[config.mk]
export PLATFORM = sky130hd
export DESIGN_NAME = lsu_dmem_ctrl_flat
export DESIGN_NICKNAME = d
export VERILOG_FILES = /design/src/rtl/lsu_dmem_ctrl_if.sv /design/src/rtl/lsu_dmem_ctrl.sv /design/src/flat_wrapper.sv
export SDC_FILE = /design/constraint.sdc
export NUM_CORES = 1
export LEC_CHECK = 0
export CAP_MARGIN = 10
export CORE_MARGIN = 5
export CORE_UTILIZATION = 43
export DETAILED_ROUTE_END_ITERATION = 12
export MAX_ROUTING_LAYER = met4
export PLACE_DENSITY = 0.77
export SETUP_SLACK_MARGIN = 0.05
export SLEW_MARGIN = 20
export SYNTH_ARGS = -nofsm -noshare
export SYNTH_HDL_FRONTEND = slang
export SYNTH_SLANG_ARGS = --single-unit
[constraint.sdc]
create_clock -name clk -period 3.54 [get_ports clk]
set_input_delay 1.062 -clock clk [delete_from_list [all_inputs] [get_ports clk]]
set_output_delay 1.062 -clock clk [all_outputs]
set_load 0.01 [all_outputs]
[src/rtl/lsu_dmem_ctrl_if.sv]
// Request/response and data-memory signals of the RV32I load/store initiator.
// The master side issues requests and models the memory; the slave side is the controller.
interface lsu_dmem_ctrl_if;
    logic        req_valid;
    logic        req_ready;
    logic        req_we;
    logic [2:0]  req_funct3;
    logic [31:0] req_addr;
    logic [31:0] req_wdata;

    logic        rsp_valid;
    logic [31:0] rsp_rdata;
    logic        rsp_err;

    logic [31:0] dmem_addr;
    logic [31:0] dmem_wdata;
    logic [3:0]  dmem_we;
    logic [31:0] dmem_rdata;

    modport master (
        output req_valid, req_we, req_funct3, req_addr, req_wdata, dmem_rdata,
        input  req_ready, rsp_valid, rsp_rdata, rsp_err, dmem_addr, dmem_wdata, dmem_we
    );

    modport slave (
        input  req_valid, req_we, req_funct3, req_addr, req_wdata, dmem_rdata,
        output req_ready, rsp_valid, rsp_rdata, rsp_err, dmem_addr, dmem_wdata, dmem_we
    );
endinterface

[src/rtl/lsu_dmem_ctrl.sv]
// RV32I load/store initiator for a byte-write-enable, synchronous-read data memory.
// Optional build macro MISALIGN_TRAP_EN: misaligned half/word accesses report rsp_err.
module lsu_dmem_ctrl #(
    parameter int RD_LAT = 1
) (
    input  logic                 clk,
    input  logic                 reset,
    lsu_dmem_ctrl_if.slave       bus
);

    localparam int CNT_W = 2;

    typedef enum logic [1:0] {
        IDLE   = 2'd0,
        ACCESS = 2'd1,
        WAIT   = 2'd2,
        RESP   = 2'd3
    } state_t;

    state_t             state_q;
    state_t             state_d;
    logic [CNT_W-1:0]   cnt_q;
    logic               cnt_last;

    logic               accept;
    logic               f3_legal;
    logic               misalign;
    logic               req_ok;

    logic               we_p0;
    logic               err_p0;
    logic [2:0]         funct3_p0;
    logic [31:0]        addr_p0;
    logic [31:0]        wdata_p0;
    logic [31:0]        rdata_p1;

    logic               req_ready;
    logic               rsp_valid;
    logic [31:0]        rsp_rdata;
    logic               rsp_err;
    logic [31:0]        dmem_addr;
    logic [31:0]        dmem_wdata;
    logic [3:0]         dmem_we;

    function automatic logic [3:0] store_lanes(input logic [1:0] size, input logic [1:0] a);
        case (size)
            2'b00:   return 4'b0001 << a;
            2'b01:   return 4'b0011 << {a[1], 1'b0};
            default: return 4'b1111;
        endcase
    endfunction

    function automatic logic [31:0] store_data(input logic [1:0] size, input logic [31:0] wd);
        case (size)
            2'b00:   return {4{wd[7:0]}};
            2'b01:   return {2{wd[15:0]}};
            default: return wd;
        endcase
    endfunction

    // Sign extension goes through signed temporaries so the widening is explicit.
    function automatic logic [31:0] load_extract(input logic [31:0] rd, input logic [2:0] f3,
                                                 input logic [1:0] a);
        logic        [31:0] shifted;
        logic signed [7:0]  byte_s;
        logic signed [15:0] half_s;
        logic signed [31:0] ext_s;
        shifted = rd >> {a, 3'b000};
        byte_s  = shifted[7:0];
        half_s  = a[1] ? rd[31:16] : rd[15:0];
        case (f3)
            3'b000:  begin ext_s = byte_s; return ext_s; end
            3'b001:  begin ext_s = half_s; return ext_s; end
            3'b100:  return {24'd0, byte_s};
            3'b101:  return {16'd0, half_s};
            default: return rd;
        endcase
    endfunction

    assign accept = bus.req_valid && (state_q == IDLE);

    always_comb begin
        if (bus.req_we) f3_legal = bus.req_funct3 inside {3'b000, 3'b001, 3'b010};
        else            f3_legal = bus.req_funct3 inside {3'b000, 3'b001, 3'b010, 3'b100, 3'b101};
    end

`ifdef MISALIGN_TRAP_EN
    always_comb begin
        case (bus.req_funct3[1:0])
            2'b01:   misalign = bus.req_addr[0];
            2'b10:   misalign = |bus.req_addr[1:0];
            default: misalign = 1'b0;
        endcase
    end
`else
    assign misalign = 1'b0;
`endif

    assign req_ok   = f3_legal && !misalign;
    assign cnt_last = (cnt_q == CNT_W'(RD_LAT - 1));

    // Stage p0: request capture on accept
    always_ff @(posedge clk) begin
        if (accept) begin
            we_p0     <= bus.req_we;
            err_p0    <= !req_ok;
            funct3_p0 <= bus.req_funct3;
            addr_p0   <= bus.req_addr;
            wdata_p0  <= bus.req_wdata;
        end
    end

    // Stage p1: aligned/extended load result sampled on the last wait cycle
    always_ff @(posedge clk) begin
        if (state_q == WAIT && cnt_last)
            rdata_p1 <= load_extract(bus.dmem_rdata, funct3_p0, addr_p0[1:0]);
    end

    always_ff @(posedge clk or posedge reset) begin
        if (reset) begin
            state_q <= IDLE;
            cnt_q   <= '0;
        end else begin
            state_q <= state_d;
            cnt_q   <= (state_q == WAIT) ? cnt_q + CNT_W'(1) : '0;
        end
    end

    always_comb begin
        state_d = state_q;
        case (state_q)
            IDLE:    if (accept) state_d = req_ok ? ACCESS : RESP;
            ACCESS:  state_d = we_p0 ? RESP : WAIT;
            WAIT:    if (cnt_last) state_d = RESP;
            RESP:    state_d = IDLE;
            default: state_d = IDLE;
        endcase
    end

    // Outputs are decoded from state so a reset clears them without extra data resets.
    always_comb begin
        req_ready  = 1'b0;
        rsp_valid  = 1'b0;
        rsp_rdata  = '0;
        rsp_err    = 1'b0;
        dmem_addr  = '0;
        dmem_wdata = '0;
        dmem_we    = '0;
        case (state_q)
            IDLE:   req_ready = 1'b1;
            ACCESS: begin
                dmem_addr = {addr_p0[31:2], 2'b00};
                if (we_p0) begin
                    dmem_we    = store_lanes(funct3_p0[1:0], addr_p0[1:0]);
                    dmem_wdata = store_data(funct3_p0[1:0], wdata_p0);
                end
            end
            WAIT:   dmem_addr = {addr_p0[31:2], 2'b00};
            RESP: begin
                rsp_valid = 1'b1;
                rsp_err   = err_p0;
                rsp_rdata = (err_p0 || we_p0) ? 32'd0 : rdata_p1;
            end
            default: ;
        endcase
    end

    assign bus.req_ready  = req_ready;
    assign bus.rsp_valid  = rsp_valid;
    assign bus.rsp_rdata  = rsp_rdata;
    assign bus.rsp_err    = rsp_err;
    assign bus.dmem_addr  = dmem_addr;
    assign bus.dmem_wdata = dmem_wdata;
    assign bus.dmem_we    = dmem_we;

endmodule

[src/flat_wrapper.sv]
// flat-port wrapper written by rule: the top's interface ports become plain ports
module lsu_dmem_ctrl_flat 
#(
    parameter int RD_LAT = 1
)
  (clk, reset, bus_req_valid, bus_req_we, bus_req_funct3, bus_req_addr, bus_req_wdata, bus_dmem_rdata, bus_req_ready, bus_rsp_valid, bus_rsp_rdata, bus_rsp_err, bus_dmem_addr, bus_dmem_wdata, bus_dmem_we);
  lsu_dmem_ctrl_if bus_i ();
  input  logic clk;
  input  logic reset;
  input wire logic [$bits(bus_i.req_valid)-1:0] bus_req_valid;
  input wire logic [$bits(bus_i.req_we)-1:0] bus_req_we;
  input wire logic [$bits(bus_i.req_funct3)-1:0] bus_req_funct3;
  input wire logic [$bits(bus_i.req_addr)-1:0] bus_req_addr;
  input wire logic [$bits(bus_i.req_wdata)-1:0] bus_req_wdata;
  input wire logic [$bits(bus_i.dmem_rdata)-1:0] bus_dmem_rdata;
  output wire logic [$bits(bus_i.req_ready)-1:0] bus_req_ready;
  output wire logic [$bits(bus_i.rsp_valid)-1:0] bus_rsp_valid;
  output wire logic [$bits(bus_i.rsp_rdata)-1:0] bus_rsp_rdata;
  output wire logic [$bits(bus_i.rsp_err)-1:0] bus_rsp_err;
  output wire logic [$bits(bus_i.dmem_addr)-1:0] bus_dmem_addr;
  output wire logic [$bits(bus_i.dmem_wdata)-1:0] bus_dmem_wdata;
  output wire logic [$bits(bus_i.dmem_we)-1:0] bus_dmem_we;
  assign bus_i.req_valid = bus_req_valid;
  assign bus_i.req_we = bus_req_we;
  assign bus_i.req_funct3 = bus_req_funct3;
  assign bus_i.req_addr = bus_req_addr;
  assign bus_i.req_wdata = bus_req_wdata;
  assign bus_i.dmem_rdata = bus_dmem_rdata;
  assign bus_req_ready = bus_i.req_ready;
  assign bus_rsp_valid = bus_i.rsp_valid;
  assign bus_rsp_rdata = bus_i.rsp_rdata;
  assign bus_rsp_err = bus_i.rsp_err;
  assign bus_dmem_addr = bus_i.dmem_addr;
  assign bus_dmem_wdata = bus_i.dmem_wdata;
  assign bus_dmem_we = bus_i.dmem_we;
  lsu_dmem_ctrl #(.RD_LAT(RD_LAT)) u_core (.clk(clk), .reset(reset), .bus(bus_i));
endmodule
==> load_flow_metrics.sql, run 1 <==
INSERT INTO impl_metrics (metric_group, metric, value, unit) VALUES
('status', 'outcome', 'finished clean', ''),
('cts', 'ctsHtreeMaxLevel', '3', ''),
('timing', 'worstMarginPinSlew', '673', 'ps'),
('placement', 'hpwlAfterDp', '10700', 'µm'),
('detailed_routing', 'drt_iter0_drcs', '190', ''),
('detailed_routing', 'post_drt_antenna_nets', '0', ''),
('layout', 'instances_no_fill', '774', ''),
('detailed_routing', 'detail_route.vias_per_cell', '5.16', ''),
('power_and_ir_drop', 'power_switching_share', '0.314', ''),
('critical_path', 'crit_path_cell_trace', 'buf_4, or2_2, nand2_1, a21oi_2, clkdlybuf4s50_1', ''),
('yosys', 'mapped_area', '5000', 'µm²'),
('yosys', 'synth_top_area_cell', 'edfxtp_1', ''),
('floorplanning', 'height_of_the_die', '118', 'µm'),
('layout', 'finish.net_count', '735', ''),
('min_path', 'min_path_type', 'flop to flop', ''),
('global_routing', 'grt_pass1_vias', '4073', ''),
('yosys', 'syn_area_per_cell', '11.8', 'µm²'),
('critical_path', 'timing.critical_path.arrival', '2270', 'ps'),
('timing', 'worst_slew_margin_rel', '0.550', ''),
('floorplanning', 'core_area', '11400', 'µm²'),
('timing', 'clock.fmax', '300', 'MHz'),
('yosys', 'postSynth.topFlopCell', 'edfxtp_1', ''),
('power_and_ir_drop', 'share_of_power_burned_in_registers', '0.379', ''),
('power_and_ir_drop', 'combPwrFrac', '0.411', ''),
('cts', 'cts.clk_slew.worst_paths', '70', 'ps'),
('cts', 'cts_inserted_buffers', '9', ''),
('power_and_ir_drop', 'power_leakage', '2.84', 'nW'),
('power_and_ir_drop', 'vdd_drop_max', '0.428', 'mV'),
('global_routing', 'grt_usage', '0.208', ''),
('timing', 'final-hold-violation-count', '0', ''),
('yosys', 'async_reset_ff_frac', '0.0381', ''),
('critical_path', 'maximum_fanout_along_the_worst_path', '35', ''),
('critical_path', 'crit_path_start_kind', 'flop', ''),
('layout', 'drive_gt1_frac', '0.0650', ''),
('floorplanning', 'num_rows', '39', ''),
('timing', 'tns', '0', 'ps'),
('cts', 'cts_root_buf', 'clkbuf_16', ''),
('placement', 'detailedPlace.worstSlack', '378', 'ps'),
('yosys', 'synthTopCellsByArea', 'edfxtp_1 (61%), and2_1 (8.3%), nand2_1 (4.7%), mux2i_1 (3.8%), nor2_1 (2.7%)', ''),
('yosys', 'ys.warnings.count', '0', ''),
('global_routing', 'grt_start_max_net_pins', '50', ''),
('floorplanning', 'fp.dieW', '118', 'µm'),
('critical_path', 'endpoint_kind', 'output pin', ''),
('yosys', 'syn-instance-count', '425', ''),
('cts', 'clock_tree.buffer_depth', '2', ''),
('timing', 'finalMaxSlewViolations', '0', ''),
('critical_path', 'crit_path_top_delay_cell', 'clkdlybuf4s50_1', ''),
('cts', 'cts_tree', 'yes', ''),
('power_and_ir_drop', 'clock_power_share', '0.210', ''),
('floorplanning', 'floorplan.die_area', '13900', 'µm²'),
('detailed_routing', 'drt_drc_violations_left', '0', ''),
('placement', 'numPlacedInstances', '758', ''),
('detailed_routing', 'detail_route.wirelength', '14300', 'µm'),
('yosys', 'synth_largest_type_area_fraction', '0.607', ''),
('timing', 'min_period_over_period', '0.941', ''),
('critical_path', 'cp.required', '2480', 'ps'),
('global_routing', 'wire_length_of_the_first_global_routing_pass', '22100', 'µm'),
('yosys', 'synth-seq-cells', '105', ''),
('floorplanning', 'floorplan.io_pins', '206', ''),
('placement', 'io_buffer_count', '203', ''),
('cts', 'cts-hold-fix-buffers', '0', ''),
('yosys', 'netlist_top_cells_count', 'edfxtp_1 (101), and2_1 (66), nand2_1 (62)', ''),
('yosys', 'synth_cell_type_count', '38', ''),
('yosys', 'most_common_cell_in_the_synthesized_netlist', 'edfxtp_1', ''),
('critical_path', 'setup.worst_path.class', 'flop to output pin', ''),
('global_routing', 'number_of_antenna_violations_at_the_first_check_in_global_routing', '0', ''),
('placement', 'gp_routability_congestion', '0.825', ''),
('timing', 'finClkSkew', '5.74', 'ps'),
('yosys', 'synth_enable_flop_cells', '101', ''),
('power_and_ir_drop', 'internal_pwr_total', '0.00330', 'W'),
('cts', 'sink_count_of_the_clock_tree', '105', '');
## power by group through the flow
stage          combinational, W  clock (W)  sequential [W]
2_1_floorplan          0.000973          0         0.00182
3_3_place_gp            0.00194          0         0.00184
3_5_place_dp            0.00198          0         0.00185
4_1_cts                 0.00201    0.00102         0.00182
5_1_grt                 0.00215    0.00108         0.00185
6_report                0.00198    0.00101         0.00183
## final timing paths
kind                                     startpoint            endpoint  slack, ps  cells past startpoint
worst max-delay path            u_core.funct3_p0[1]  bus_dmem_wdata[14]        210                      5
worst min-delay path                u_core.cnt_q[0]     u_core.cnt_q[0]        420                      1
worst max register to register    u_core.state_q[0]  u_core.wdata_p0[2]       1680                      4
worst min register to register      u_core.cnt_q[0]     u_core.cnt_q[0]        420                      1
max in group asynchronous                     reset   u_core.state_q[0]       2480                      2
min in group asynchronous                     reset     u_core.cnt_q[1]        910                      2
## cells in the final DEF (no fill, tap or decap), drive strengths merged, types with 5 or more instances in the layout
| cell | instances |
|---|---|
| clkdlybuf4s50 | 203 |
| edfxtp | 101 |
| and2 | 66 |
| nand2 | 62 |
| nor2 | 36 |
| a21oi | 25 |
| mux2i | 19 |
| buf | 12 |
| a22oi | 11 |
| clkbuf | 10 |
| inv | 9 |
| o21ai | 9 |
| and3 | 8 |
| nor2b | 7 |
| ha | 6 |
| a2bb2oi | 5 |
## state kept, by name (all words and copies together), names as in the netlist
| register | flops |
|---|---|
| u_core.addr_p0 | 32 |
| u_core.rdata_p1 | 32 |
| u_core.wdata_p0 | 32 |
| u_core.funct3_p0 | 3 |
| u_core.cnt_q | 2 |
| u_core.state_q | 2 |
| u_core.err_p0 | 1 |
| u_core.we_p0 | 1 |
## per-stage QoR
stage,hold WS [ps],cell area (µm²),utilization,total power (W)
after global routing,434,7510,0.657,0.00509
after detailed placement,407,7180,0.629,0.00382
after CTS,417,7490,0.656,0.00485
final,418,7510,0.657,0.00482
after floorplan,397,5000,-,0.00279
after global placement,408,7180,0.629,0.00378
## worst max-delay path, delay by kind of cell, from the launching register on
| kind | cells | cell delay, ps |
|---|---|---|
| buffers and inverters | 2 | 920 |
| AO/OA/AOI/OAI | 1 | 220 |
| AND/OR/NAND/NOR | 2 | 390 |
| flip-flops | 1 | 380 |
## routing by layer
layer | vias to the layer above | part of all wire | global-route usage
met1 | 1888 | 0.41 | 0.261
li1 | 1888 | - | -
met5 | - | 0 | -
met2 | 207 | 0.48 | 0.326
met3 | 14 | 0.089 | 0.0687
met4 | 0 | 0.015 | 0.0523
## final cells by class
class	instances	area, µm²
fill	908	3910
timing repair buffer	215	2120
clock buffer	10	239
multi-input combinational	286	1740
inverter	9	33.8
clock inverter	6	65.1
tap	143	179
sequential	105	3130
## logic make-up after synthesis
| kind of cell | share of synthesized area |
|---|---|
| AOI/OAI and AO/OA | 0.0916 |
| adders and majority gates | 0.0150 |
| DFF | 0.627 |
| other | 0.000750 |
| muxes | 0.0448 |
| and+or+nand+nor | 0.189 |
| buffers and inverters | 0.0320 |
## timing repair
action,in CTS,in global routing
resized for setup,2,3
endpoints found under the hold margin,0,0
endpoints found under the setup margin,31,27
pin swaps,0,0
No activity file was read; power rests on OpenSTA's default activity.
==> inputs of run 2 (changes only) <==
--- a/config.mk
+++ b/config.mk
@@ -12,7 +12,7 @@
 export MAX_ROUTING_LAYER = met4
 export PLACE_DENSITY = 0.77
 export SETUP_SLACK_MARGIN = 0.05
-export SLEW_MARGIN = 20
+export SLEW_MARGIN = 15
 export SYNTH_ARGS = -nofsm -noshare
 export SYNTH_HDL_FRONTEND = slang
 export SYNTH_SLANG_ARGS = --single-unit
==> results of run 2 <==
No change in the layout: final DEF, timing and power equal those of run 1.
